[src/rtl/pipelined_mux_nbit.sv]
// rtl/pipelined_mux_nbit.sv - m-input n-bit registered selector with 2-entry skid buffer (optional MUX_PERF_CNT_EN)
module pipelined_mux_nbit #(
    parameter int n = 32,
    parameter int m = 4,
    localparam int SELW = $clog2(m)
) (
    input  logic              clk,
    input  logic              rst_n,
    input  logic              in_valid,
    output logic              in_ready,
    input  logic [SELW-1:0]   sel,
    input  logic [m*n-1:0]    data_in,
    input  logic              flush,
    output logic              out_valid,
    input  logic              out_ready,
    output logic [n-1:0]      out,
    output logic              sel_err,
    output logic [31:0]       perf_beats
);

    localparam logic [1:0] EMPTY = 2'd0;
    localparam logic [1:0] ONE   = 2'd1;
    localparam logic [1:0] TWO   = 2'd2;

    logic [1:0]   state;
    logic [1:0]   next_state;
    logic         accept;
    logic         drain;
    logic         load_main;
    logic         load_skid;
    logic         main_from_skid;
    logic [n-1:0] beat_data;
    logic         beat_err;
    logic [n-1:0] main_data;
    logic         main_err;
    logic [n-1:0] skid_data;
    logic         skid_err;

    assign accept    = in_valid & in_ready;
    assign drain     = out_valid & out_ready;
    assign out_valid = (state != EMPTY);
    assign out       = main_data;
    assign sel_err   = main_err;

    // Select the addressed input; an out-of-range select yields zero data flagged as an error
    always_comb begin
        beat_data = '0;
        beat_err  = 1'b1;
        for (int k = 0; k < m; k++) begin
            if (int'(sel) == k) begin
                beat_data = data_in[k*n +: n];
                beat_err  = 1'b0;
            end
        end
    end

    // Occupancy transitions and register load controls; flush overrides everything
    always_comb begin
        next_state     = state;
        load_main      = 1'b0;
        load_skid      = 1'b0;
        main_from_skid = 1'b0;
        case (state)
            EMPTY: begin
                if (accept) begin
                    next_state = ONE;
                    load_main  = 1'b1;
                end
            end
            ONE: begin
                if (accept && drain) begin
                    load_main = 1'b1;
                end else if (accept) begin
                    next_state = TWO;
                    load_skid  = 1'b1;
                end else if (drain) begin
                    next_state = EMPTY;
                end
            end
            TWO: begin
                if (drain) begin
                    next_state     = ONE;
                    main_from_skid = 1'b1;
                end
            end
            default: next_state = EMPTY;
        endcase
        if (flush) begin
            next_state     = EMPTY;
            load_main      = 1'b0;
            load_skid      = 1'b0;
            main_from_skid = 1'b0;
        end
    end

    // State and registered ready: ready drops only while both entries are occupied
    always_ff @(posedge clk or negedge rst_n) begin
        if (!rst_n) begin
            state    <= EMPTY;
            in_ready <= 1'b1;
        end else begin
            state    <= next_state;
            in_ready <= (next_state != TWO);
        end
    end

    // Main (head) and skid entries; the error flag travels with its beat
    always_ff @(posedge clk or negedge rst_n) begin
        if (!rst_n) begin
            main_data <= '0;
            main_err  <= 1'b0;
            skid_data <= '0;
            skid_err  <= 1'b0;
        end else if (flush) begin
            main_data <= '0;
            main_err  <= 1'b0;
            skid_data <= '0;
            skid_err  <= 1'b0;
        end else begin
            if (load_main) begin
                main_data <= beat_data;
                main_err  <= beat_err;
            end else if (main_from_skid) begin
                main_data <= skid_data;
                main_err  <= skid_err;
            end
            if (load_skid) begin
                skid_data <= beat_data;
                skid_err  <= beat_err;
            end
        end
    end

`ifdef MUX_PERF_CNT_EN
    logic [31:0] perf_q;

    // Saturating count of completed output transfers; only reset clears it
    always_ff @(posedge clk or negedge rst_n) begin
        if (!rst_n) begin
            perf_q <= '0;
        end else if (drain && (perf_q != 32'hFFFF_FFFF)) begin
            perf_q <= perf_q + 32'd1;
        end
    end

    assign perf_beats = perf_q;
`else
    assign perf_beats = 32'd0;
`endif

endmodule
[config.mk]
export PLATFORM = sky130hd
export DESIGN_NAME = pipelined_mux_nbit
export DESIGN_NICKNAME = d
export VERILOG_FILES = /design/src/rtl/pipelined_mux_nbit.sv
export SDC_FILE = /design/constraint.sdc
export NUM_CORES = 1
export LEC_CHECK = 0
export ABC_AREA = 0
export BUFFER_PORTS_ARGS = -buffer_cell sky130_fd_sc_hd__buf_2
export CAP_MARGIN = 30
export CORE_UTILIZATION = 43
export CTS_CLUSTER_SIZE = 28
export DETAILED_ROUTE_END_ITERATION = 16
export PLACE_DENSITY = 0.85
export SLEW_MARGIN = 10
export SYNTH_ARGS = -nofsm -noshare
export SYNTH_HDL_FRONTEND = slang
export SYNTH_SLANG_ARGS = --single-unit
[constraint.sdc]
create_clock -name clk -period 1.7 [get_ports clk]
set_input_delay 0.17 -clock clk [delete_from_list [all_inputs] [get_ports clk]]
set_output_delay 0.17 -clock clk [all_outputs]
set_load 0.02 [all_outputs]
Yosys cells after proc, flatten, opt, wreduce, memory -nomap -nowiden --
Cells that the tools add are included.
Storage, ports and cells: logic and storage cells 55, input bits 135, bits in registers 69
Operators by class: eq/ne operators 6, reduce and logical (&&, ||, !) cells 6, bitwise logic cells 2, multiplexer cells 35
Operators by type and width (count):
- 32-bit two-way mux | 9
- 1-bit two-way mux | 18
- 2-bit two-way mux | 6
- 2-bit == test, second input constant | 3
- 2-bit case mux with 3 select lines | 1
- 2-bit by 1-bit == test with 1-bit output, second input constant | 2
- 2-bit logical NOT | 2
- 2-bit nonzero test | 2
- 3-bit nonzero test | 1
- 1-bit AND | 2
- 2-bit inequality test, second input constant | 1
- 1-bit case mux with 2 select lines | 1
- 1-bit logical AND | 1

Depth between registers and ports, before layout --
Gate-level depths: netlist (run 1).
word-level depth 8, mapped depth 6

Worst setup path before layout (run 1) --
Ideal clock, no wire load.
kind register -> register, from register in_ready, to register main_data[10], in the netlist out[10], period minus slack after synthesis 1720 ps, library setup time 149 ps, stages on the path, launching flop included 5, arrival time 1571 ps, slack -20 ps, path buffers 1, required time 1551 ps, cells stage by stage dfstp_2 -> nand2_1 -> o311ai_4 -> buf_2 -> a311oi_2
On the way: longest elaborated chain between the ends 7, elaborated cells between the ends (all ways) 9, classes of those cells 6 x mux; 1 x bitwise; 2 x reduce/logical
RTL lines:
- from (decl) | line 10 | output logic in_ready,
- from (signal assigned) | line 103 | in_ready <= (next_state != TWO);
- 1-bit AND * | line 39 | assign accept = in_valid & in_ready;
- 1-bit logical AND | line 71 | if (accept && drain) begin
- 1-bit two-way mux | line 71
- 1-bit case mux with 2 select lines * | line 63 | case (state)
- 1-bit two-way mux * | line 88 | if (flush) begin
- 32-bit two-way mux | line 120 | if (load_main) begin
- 32-bit two-way mux | line 114 | end else if (flush) begin
- to (signal assigned) | line 121 | main_data <= beat_data;
- to (signal assigned) | line 124 | main_data <= skid_data;
- to (decl) | line 34 | logic [n-1:0] main_data;
Every way passes the cells marked *; elsewhere a longest branch is shown, timed or not. A chain may end at the register's enable or synchronous reset.

Worst setup path after layout (run 1) --
from register in_ready, to register main_data[3], in the netlist out[3]
The elaborated chain is that of the path after synthesis.

==> out/metrics.cfg, run 1 <==
[status]
outcome = completed

[timing]
setup_viol = 0
skew_ns = 0.0117
period_share = 0.982
setup_tns_ns = 0
tightest_slew_ns = 0.600
setup_slack_ns = 0.0300
whs_ns = 0.174
drv_slew = 0
hold_viol = 0
finalCriticalPeriod_ns = 1.67
max-slew-margin-rel = 0.599
fmax_ghz = 0.599
rsz0062_at_grt = true

[clock_network]
cts_buffers = 9
clk_latency_ns = 0.34
clkTransAtPathRegs_ns = 0.07
tritoncts = done
htree_levels = 3
cts-root-buf = clkbuf_8
cts_buffer_depth = 2
clock_sinks = 69

[critical_path]
worstPathRequired_ns = 1.94
worstSetupEndpointType = register
startpoint = in_ready$_DFF_PN1_
arrival_ns = 1.91
timing.rr.start = in_ready$_DFF_PN1_
r2r-end = out[3]$_DFFE_PN0P_
worstPathMaxFanout = 7
path_cells = nand2_4 -> o311ai_4 -> buf_6 -> buf_12 -> nor2_2 -> a311oi_2
worst_path_max_delay_cell = dfstp_2
cp_top_family = flip-flops
slowest_delay_ns = 0.58
cp.buffers_inverters = 2
rrSetupSlack_ns = 0.03
crit_path_start_kind = register
crit_type = register to register
r2r_cells = 6

[floorplanning]
die-area_sq_um = 10200
core.rowCount = 35
die_h_um = 101
fp.dieW_um = 101
core_area_sq_um = 9370
initial_core_util = 0.450
io_pins = 202

[synthesis]
synth_cells = 351
synth.avg_cell_area_sq_um = 12.0
synthSimpleGateAreaFrac = 0.115
syn_area_sq_um = 4220
yosys_warnings = 0
synth_cell_types = 29
synthTopCellsByArea = dfrtp_1 40%, mux4_2 17%, a311oi_2 10%
yosysSeqAreaShare = 0.410
synth_top_area_cell = dfrtp_1
synthDominantCellAreaShare = 0.403
yosys_register_bits = 69
synthXorXnorAreaFrac = 0
synth_top_family_by_area = compound AO/OA/AOI/OAI gates
synth_mux_area_frac = 0.178
synth_compound_area_frac = 0.186
synthAdderAreaFrac = 0

[route]
totalWireLength_um = 12100
dr_total_vias = 3679
firstDrtPassIters = 5
initialDrtViolationCount = 148
drt-wirelength-per-cell_um = 18.4
via_per_inst = 5.58
drc = 0
ant_nets = 0

[pwr]
p_per_area_nw_per_um2 = 806
leakage_nw = 2.69
ir_worst_vdd_v = 0.000473

[place]
dp_hpwl_um = 8120
numPortBuffers = 169
place_ws_ns = -0.163
gp_congestion = 0.752

[grt]
grt_overflow = 0
grt_max_degree = 42
grt_pass1_vias = 3725
gr-usage-all-layers = 0.237
grt_antenna_before_repair = 0
grt_pass1_wl_um = 18300

[min_path]
min-delay-start = out_ready
hold_depth = 2
worstHoldEndpoint = in_ready$_DFF_PN1_
hold_class = primary input to register

[flow_run]
maxCapViolCount = 0

[finish]
antenna_cells = 0
fillers = 798
area_delta_synth_final_pct = 32.5
drive_above_1_share = 0.543
nNetsFinal = 660

-- cells by family after synthesis --
group | after synthesis
and+or+nand+nor | 109
DFF | 69
buffers and inverters | 69
AOI/OAI and AO/OA | 68
muxes | 35
other | 1
-- metrics by stage --
step | instances | utilization | cell area [sq um] | power [mW]
2_1_floorplan | 382 | - | 4340 | 2.55
3_3_place_gp | 628 | 0.541 | 5070 | 2.84
3_5_place_dp | 628 | 0.541 | 5070 | 2.88
4_1_cts | 649 | 0.577 | 5410 | 4.45
5_1_grt | 659 | 0.596 | 5590 | 4.68
6_report | 659 | 0.596 | 5590 | 4.50
-- cell usage after synthesis --
| master | n |
|---|---|
| a22o_1 | 32 |
| buf_6 | 7 |
| o311ai_4 | 1 |
| and2_1 | 1 |
| or2_2 | 1 |
| and3_1 | 1 |
| inv_1 | 2 |
| nor2_1 | 34 |
| a311oi_2 | 28 |
| or3_1 | 1 |
| and3b_1 | 1 |
| buf_4 | 37 |
| clkbuf_1 | 9 |
| mux2i_1 | 3 |
| nand2b_1 | 1 |
| o22a_1 | 1 |
| dfstp_2 | 1 |
| a311oi_1 | 4 |
| a21oi_2 | 1 |
| nand2_1 | 34 |
| dfrtp_1 | 68 |
| nand3_1 | 32 |
| nor2b_2 | 1 |
| a21oi_1 | 1 |
| conb_1 | 1 |
| nand2_4 | 1 |
| nand3b_1 | 1 |
| mux4_2 | 32 |
| buf_2 | 14 |
-- worst register-to-register path, stage by stage, from the launching register on --
cell and delay [ns]:
dfstp_2 0.58, nand2_4 0.06, o311ai_4 0.28, buf_6 0.23
buf_12 0.14, nor2_2 0.04, a311oi_2 0.24
-- where the power goes --
part	switching, mW	internal, mW	total [mW]
clock	0.620	0.903	1.52
combinational	0.649	0.535	1.18
sequential	0.0607	1.73	1.79
-- per-layer routing --
layer	share of wire	GRT usage	vias to the layer above
li1	-	-	1616
met1	0.38	0.293	1839
met2	0.53	0.417	209
met3	0.072	0.0347	15
met4	0.012	0.0970	0
met5	0	0	-
-- placed cells by master, fill, tap and decap left out, types with 2 or more instances in the layout --
cell type  instances
buf_2            168
dfrtp_1           66
nand2_1           33
mux4_2            32
a22o_1            32
nand3_1           32
conb_1            32
nor2_1            30
a311oi_2          29
buf_4             13
clkbuf_8          11
buf_12             6
nor2_2             4
buf_6              4
mux2i_1            3
a311oi_1           3
clkbuf_16          3
inv_1              2
a21oi_4            2
bufinv_16          2
clkinv_2           2
buf_16             2
dfrtp_2            2
-- worst max-delay path by stage --
stage	end	slack, ns	cells past startpoint
6_report	out[3]$_DFFE_PN0P_	0.03	6
5_1_grt	out[23]$_DFFE_PN0P_	-0.03	6
4_1_cts	out[0]$_DFFE_PN0P_	-0.02	5
3_5_place_dp	skid_data[10]$_DFFE_PN0P_	-0.16	3
3_3_place_gp	skid_data[15]$_DFFE_PN0P_	-0.07	3
2_1_floorplan	out[24]$_DFFE_PN0P_	0.04	5
-- area by class of cell --
cell class              count  area (sq um)  area share
clock inverters             4          70.1      0.0125
clock buffers              12           155      0.0278
multi-input cells         245          2200       0.394
flip-flops and latches     69          1730       0.310
repair buffers            198          1260       0.225
inverters                   2          7.51     0.00134
well taps                 129           161      0.0289
-- repair_timing --
item | 4_1_cts | 5_1_grt
hold buffers | 1 | 0
hold endpoints to repair | 28 | 0
gates resized for setup | 5 | 15
buffers inserted | 1 | 6
pin swaps | 4 | 27
gates cloned | 3 | 4
endpoints found under the setup margin | 58 | 57
-- state kept, by name, indices dropped and copies added (netlist names) --
name and flops:
sel_err 1, out 32, state 2, skid_err 1, in_ready 1, skid_data 32
Power figures use the tool's default switching activity.
==> inputs of run 2 (changes only) <==
--- a/config.mk
+++ b/config.mk
@@ -12,6 +12,7 @@
 export CTS_CLUSTER_SIZE = 28
 export DETAILED_ROUTE_END_ITERATION = 16
 export PLACE_DENSITY = 0.85
+export SKIP_CTS_REPAIR_TIMING = 1
 export SLEW_MARGIN = 10
 export SYNTH_ARGS = -nofsm -noshare
 export SYNTH_HDL_FRONTEND = slang
==> constraint.sdc (replaced) <==
create_clock -name clk -period 1.7 [get_ports clk]
set_input_delay 0.085 -clock clk [delete_from_list [all_inputs] [get_ports clk]]
set_output_delay 0.085 -clock clk [all_outputs]
set_load 0.02 [all_outputs]
==> run 2 against run 1 <==
Clock skew decreased by 0.0037 ns. Wire length fell by 6.0%. Clock power about the same. Critical path type unchanged. Global-route usage fell by 1.6 points. Largest power group unchanged. Sequential power about the same. Die area did not move. Design area down 0.69%. Worst hold slack got worse by 0.11 ns. Fmax is 1.4% higher. Setup slack improved by 0.023 ns.
==> out/metrics.cfg, run 2 (same netlist as run 1, synthesis figures left out) <==
[status]
outcome = completed

[critical_path]
rrSetupSlack_ns = 0.05  ; +0.02 ns
arrival_ns = 1.88  ; -0.03 ns
cp.buffers_inverters = 1  ; -1
crit_path_start_kind = register
timing.rr.start = state[1]$_DFF_PN0_
worstPathMaxFanout = 20  ; +13
worst_path_max_delay_cell = dfrtp_1
worstSetupEndpointType = register
worstPathRequired_ns = 1.93  ; about the same
r2r_cells = 4  ; -2
crit_type = register to register
r2r-end = out[27]$_DFFE_PN0P_
cp_top_family = simple AND/OR/NAND/NOR gates
path_cells = and3b_2 -> buf_6 -> nand3_1 -> a311oi_2
slowest_delay_ns = 0.46  ; -0.12 ns

[route]
drt-wirelength-per-cell_um = 17.2  ; -6.1%
via_per_inst = 5.46  ; -2.2%
ant_nets = 0  ; unchanged
drc = 0  ; unchanged
totalWireLength_um = 11400  ; -6.0%
initialDrtViolationCount = 164  ; +11%
firstDrtPassIters = 5  ; unchanged
dr_total_vias = 3604  ; -2.0%

[clock_network]
clock_sinks = 69  ; unchanged
clkTransAtPathRegs_ns = 0.07  ; about the same
htree_levels = 3  ; unchanged
tritoncts = done
clk_latency_ns = 0.34  ; about the same
cts_buffer_depth = 2  ; unchanged
cts_buffers = 9  ; unchanged
cts-root-buf = clkbuf_8

[grt]
busiest_layer = met2
grt_overflow = 0  ; unchanged
gr-usage-all-layers = 0.221  ; -0.0160
grt_max_degree = 42  ; unchanged
grt_pass1_wl_um = 17400  ; -5.3%
grt_antenna_before_repair = 0  ; unchanged
grt_use_met2 = 0.392  ; -0.0241
grt_pass1_vias = 3562  ; -4.4%
use_met1 = 0.273  ; -0.0201
grtUsageMet3 = 0.0409  ; +0.00624

[pwr]
power_mw = 4.46  ; -1.0%
leakage_nw = 2.69  ; +0.25%
ir_worst_vdd_v = 0.000371  ; -22%
p_per_area_nw_per_um2 = 803  ; -0.33%

[timing]
finalCriticalPeriod_ns = 1.65  ; -0.0234 ns
hold_viol = 0  ; unchanged
whs_ns = 0.0642  ; -0.109 ns
period_share = 0.969  ; -0.0137
setup_slack_ns = 0.0533  ; +0.0234 ns
skew_ns = 0.00798  ; -0.00370 ns
setup_viol = 0  ; unchanged
drv_slew = 0  ; unchanged
rsz0062_at_grt = true
fmax_ghz = 0.607  ; +1.4%

[min_path]
worstHoldEndpoint = in_ready$_DFF_PN1_
hold_class = primary input to register
min-delay-start = out_ready
hold_depth = 2  ; unchanged

[finish]
antenna_cells = 0  ; unchanged
fillers = 807  ; +1.1%
nNetsFinal = 661  ; +0.15%
utilization = 0.592  ; -0.00414
final_cell_mix = 168 x buf_2, 68 x dfrtp_1, 34 x nor2_1
area_delta_synth_final_pct = 31.5
drive_above_1_share = 0.531  ; -0.0123
layout.cells.most_common = buf_2

[floorplanning]
die-area_sq_um = 10200  ; unchanged
io_pins = 202  ; unchanged
initial_core_util = 0.450  ; unchanged
die_h_um = 101  ; unchanged
core.rowCount = 35  ; unchanged
core_area_sq_um = 9370  ; unchanged
fp.dieW_um = 101  ; unchanged

[place]
dp_hpwl_um = 7940  ; -2.2%
gp_congestion = 0.753  ; +0.11%
place_ws_ns = -0.203  ; -0.0391 ns
numPortBuffers = 169  ; unchanged

[flow_run]
maxCapViolCount = 0  ; unchanged

[run 2: changes by cell type in the layout (fill, tap and decap cells not counted), sizes merged]
| cell | change |
|---|---|
| a21oi | -1 |
| buf | +2 |
[run 2: worst max-delay path by stage]
stage / from / endpoint / slack [ns] / depth (start not counted)
6_report: state[1]$_DFF_PN0_ / out[27]$_DFFE_PN0P_ / 0.05 / 4
2_1_floorplan: in_ready$_DFF_PN1_ / out[24]$_DFFE_PN0P_ / 0.04 / 5
3_5_place_dp: state[1]$_DFF_PN0_ / skid_data[16]$_DFFE_PN0P_ / -0.20 / 3
4_1_cts: state[1]$_DFF_PN0_ / skid_data[28]$_DFFE_PN0P_ / -0.21 / 3
3_3_place_gp: state[1]$_DFF_PN0_ / skid_data[14]$_DFFE_PN0P_ / -0.08 / 3
5_1_grt: state[1]$_DFF_PN0_ / out[27]$_DFFE_PN0P_ / -0.02 / 4
[run 2: stage by stage]
| step | cells | TNS, ns | instance area (sq um) |
|---|---|---|---|
| final | 660 | 0 | 5550 |
| after global routing | 660 | -0.0286 | 5550 |
| after CTS | 646 | -6.47 | 5310 |
| after detailed placement | 630 | -6.11 | 5080 |
| after global placement | 630 | -2.44 | 5080 |
| after floorplan | 382 | 0 | 4340 |
[run 2: area by class of cell]
type | count | area [sq um] | area share
Inverter | 2 | 7.51 | 0.00135
Sequential cell | 69 | 1730 | 0.311
Multi-Input combinational cell | 244 | 2160 | 0.389
Tap cell | 129 | 161 | 0.0291
Clock buffer | 12 | 155 | 0.0280
Timing Repair Buffer | 200 | 1270 | 0.228
Clock inverter | 4 | 70.1 | 0.0126
[run 2: where the power goes]
part / switching (mW) / internal, mW / leakage (nW)
combinational: 0.629 / 0.530 / 1.64
sequential: 0.0573 / 1.73 / 0.933
clock: 0.605 / 0.903 / 0.116
total: 1.29 / 3.17 / 2.69
[run 2: worst reg2reg max path, stage by stage, from the launching register on]
cell and delay (ns):
dfrtp_1 0.46, and3b_2 0.42, buf_6 0.24, nand3_1 0.13, a311oi_2 0.30
[run 2: routing by layer]
| layer | share of wire | vias to the layer above |
|---|---|---|
| met1 | 0.39 | 1799 |
| met2 | 0.54 | 169 |
| met3 | 0.066 | 16 |
| li1 | - | 1620 |
| met5 | 0 | - |
| met4 | 0.013 | 0 |
==> inputs of run 3 (changes only) <==
--- a/config.mk
+++ b/config.mk
@@ -8,10 +8,11 @@
 export ABC_AREA = 0
 export BUFFER_PORTS_ARGS = -buffer_cell sky130_fd_sc_hd__buf_2
 export CAP_MARGIN = 30
-export CORE_UTILIZATION = 43
+export CORE_UTILIZATION = 44
+export CTS_BUF_LIST = sky130_fd_sc_hd__clkbuf_4
 export CTS_CLUSTER_SIZE = 28
 export DETAILED_ROUTE_END_ITERATION = 16
-export PLACE_DENSITY = 0.85
+export PLACE_DENSITY = 0.79
 export SKIP_CTS_REPAIR_TIMING = 1
 export SLEW_MARGIN = 10
 export SYNTH_ARGS = -nofsm -noshare
==> run 3 against run 2 <==
Global-route usage is 0.32 points higher. Fmax is 1.1% lower. Largest cell class unchanged. Cell count is 0.76% lower. Non-clock buffer count is 7 lower. Design area is 3.8% lower. Highest routed layer unchanged. Critical path depth is 1 lower.
==> out/metrics.cfg, run 3 (same netlist as run 1, synthesis figures left out) <==
[floorplanning]
fp.dieW_um = 99.9  ; -1.1%
die_h_um = 99.9  ; -1.1%
initial_core_util = 0.454  ; +0.00425
core_area_sq_um = 9280  ; -0.93%
die-area_sq_um = 9980  ; -2.2%
core.rowCount = 35  ; unchanged
io_pins = 202  ; unchanged

[route]
dr_total_vias = 3640  ; +1.0%
ant_nets = 0  ; unchanged
firstDrtPassIters = 4  ; -1
drt-wirelength-per-cell_um = 17.4  ; +0.79%
drc = 0  ; unchanged
totalWireLength_um = 11400  ; about the same
via_per_inst = 5.56  ; +1.8%
initialDrtViolationCount = 226  ; +38%

[finish]
area_delta_synth_final_pct = 26.6
final_cells = 655  ; -0.76%
nNetsFinal = 655  ; -0.91%
drive_above_1_share = 0.526  ; -0.00536
fin_area_sq_um = 5340  ; -3.8%
layout.cells.most_common = buf_2
final_cell_mix = 169 x buf_2, 68 x dfrtp_1, 34 x nor2_1
utilization = 0.575  ; -0.0171

[grt]
gr-usage-all-layers = 0.225  ; +0.00321
grt_overflow = 0  ; unchanged
grt_antenna_before_repair = 1  ; +1
grt_pass1_vias = 3610  ; +1.3%
grt_max_degree = 40  ; -4.8%
grt_pass1_wl_um = 17500  ; +0.56%

[timing]
fmax_ghz = 0.601  ; -1.1%
drv_slew = 0  ; unchanged
max-slew-margin-rel = 0.417
rsz0062_at_grt = true
setup_tns_ns = 0  ; unchanged
period_share = 0.979  ; +0.0106
finalCriticalPeriod_ns = 1.66  ; +0.0180 ns
skew_ns = 0.0165  ; +0.00848 ns
hold_viol = 0  ; unchanged
tightest_slew_ns = 0.875
setup_viol = 0  ; unchanged

[clock_network]
clkTransAtPathRegs_ns = 0.13  ; +0.06 ns
tritoncts = done
clock_sinks = 69  ; unchanged
cts-root-buf = clkbuf_4
cts_buffer_depth = 2  ; unchanged
cts_buffers = 9  ; unchanged
htree_levels = 3  ; unchanged
clk_latency_ns = 0.42  ; +0.08 ns

[place]
numPortBuffers = 169  ; unchanged
dp_hpwl_um = 7850  ; -1.2%
place_inst = 629  ; -0.16%
gp_congestion = 0.787  ; +4.5%
dpl-instance-area_sq_um = 5070  ; -0.20%

[flow_run]
maxCapViolCount = 0  ; unchanged

[critical_path]
worstPathMaxFanout = 16  ; -20%
crit_path_start_kind = register
worstPathRequired_ns = 2.07  ; +0.14 ns
crit_type = register to register
worstSetupEndpointType = register
arrival_ns = 2.03  ; +0.15 ns

[pwr]
leakage_nw = 2.58  ; -4.2%
ir_worst_vdd_v = 0.000276  ; -26%
p_per_area_nw_per_um2 = 725  ; -9.8%
power_mw = 3.87  ; -13%

[status]
outcome = completed

[min_path]
hold_class = primary input to register

-- run 3: cell types whose count changed in the layout (fill, tap and decap cells not counted), sizes merged --
cell / change
buf: -6
bufinv: -2
inv: +2
clkbuf: -4
diode: +1
clkinv: +2
a21oi: +1
clkinvlp: +1
-- run 3: critical path, stage by stage, from the launching register on --
cell	delay, ns
dfstp_2	0.40
and3b_2	0.26
a21oi_2	0.69
a22o_1	0.26
-- run 3: worst paths after layout --
kind                            depth (start not counted)  slack [ns]                         to                      from
min in group asynchronous                               3        0.24  skid_data[18]$_DFFE_PN0P_                     rst_n
worst min register to register                          1        0.52   skid_data[3]$_DFFE_PN0P_  skid_data[3]$_DFFE_PN0P_
worst max register to register                          3        0.04  skid_data[14]$_DFFE_PN0P_        in_ready$_DFF_PN1_
max in group asynchronous                               3        1.05   skid_data[1]$_DFFE_PN0P_                     rst_n
worst min-delay path                                    2        0.03         in_ready$_DFF_PN1_                 out_ready
worst max-delay path                                    3        0.04  skid_data[14]$_DFFE_PN0P_        in_ready$_DFF_PN1_
-- run 3: cell type report --
type | instances | area (sq um)
Clock buffer | 9 | 67.6
Sequential cell | 69 | 1730
Inverter | 2 | 7.51
Clock inverter | 7 | 50.0
Timing Repair Buffer | 193 | 1140
Multi-Input combinational cell | 245 | 2180
Tap cell | 129 | 161
Antenna cell | 1 | 2.50
Fill cell | 837 | 3950
-- run 3: power breakdown --
part | switching (mW) | internal [mW] | total (mW)
Sequential | 0.0564 | 1.73 | 1.79
Clock | 0.647 | 0.306 | 0.952
Combinational | 0.631 | 0.495 | 1.13
Total | 1.33 | 2.53 | 3.87
-- run 3: metrics by stage --
| step | setup slack (ns) | hold WS [ns] |
|---|---|---|
| floorplan | 0.0378 | -0.211 |
| global placement | 0.0465 | 0.139 |
| detailed placement | -0.0302 | 0.158 |
| CTS | -0.0495 | -0.326 |
| global route | -0.0347 | 0.0271 |
| finish | 0.0353 | 0.0279 |
-- run 3: per-layer routing --
layer  global-route usage  part of all wire  up-vias
met3               0.0327             0.071       19
met4                0.104             0.019        0
li1                     -                 -     1608
met5                    0                 0        -
met2                0.390              0.52      205
met1                0.276              0.39     1808
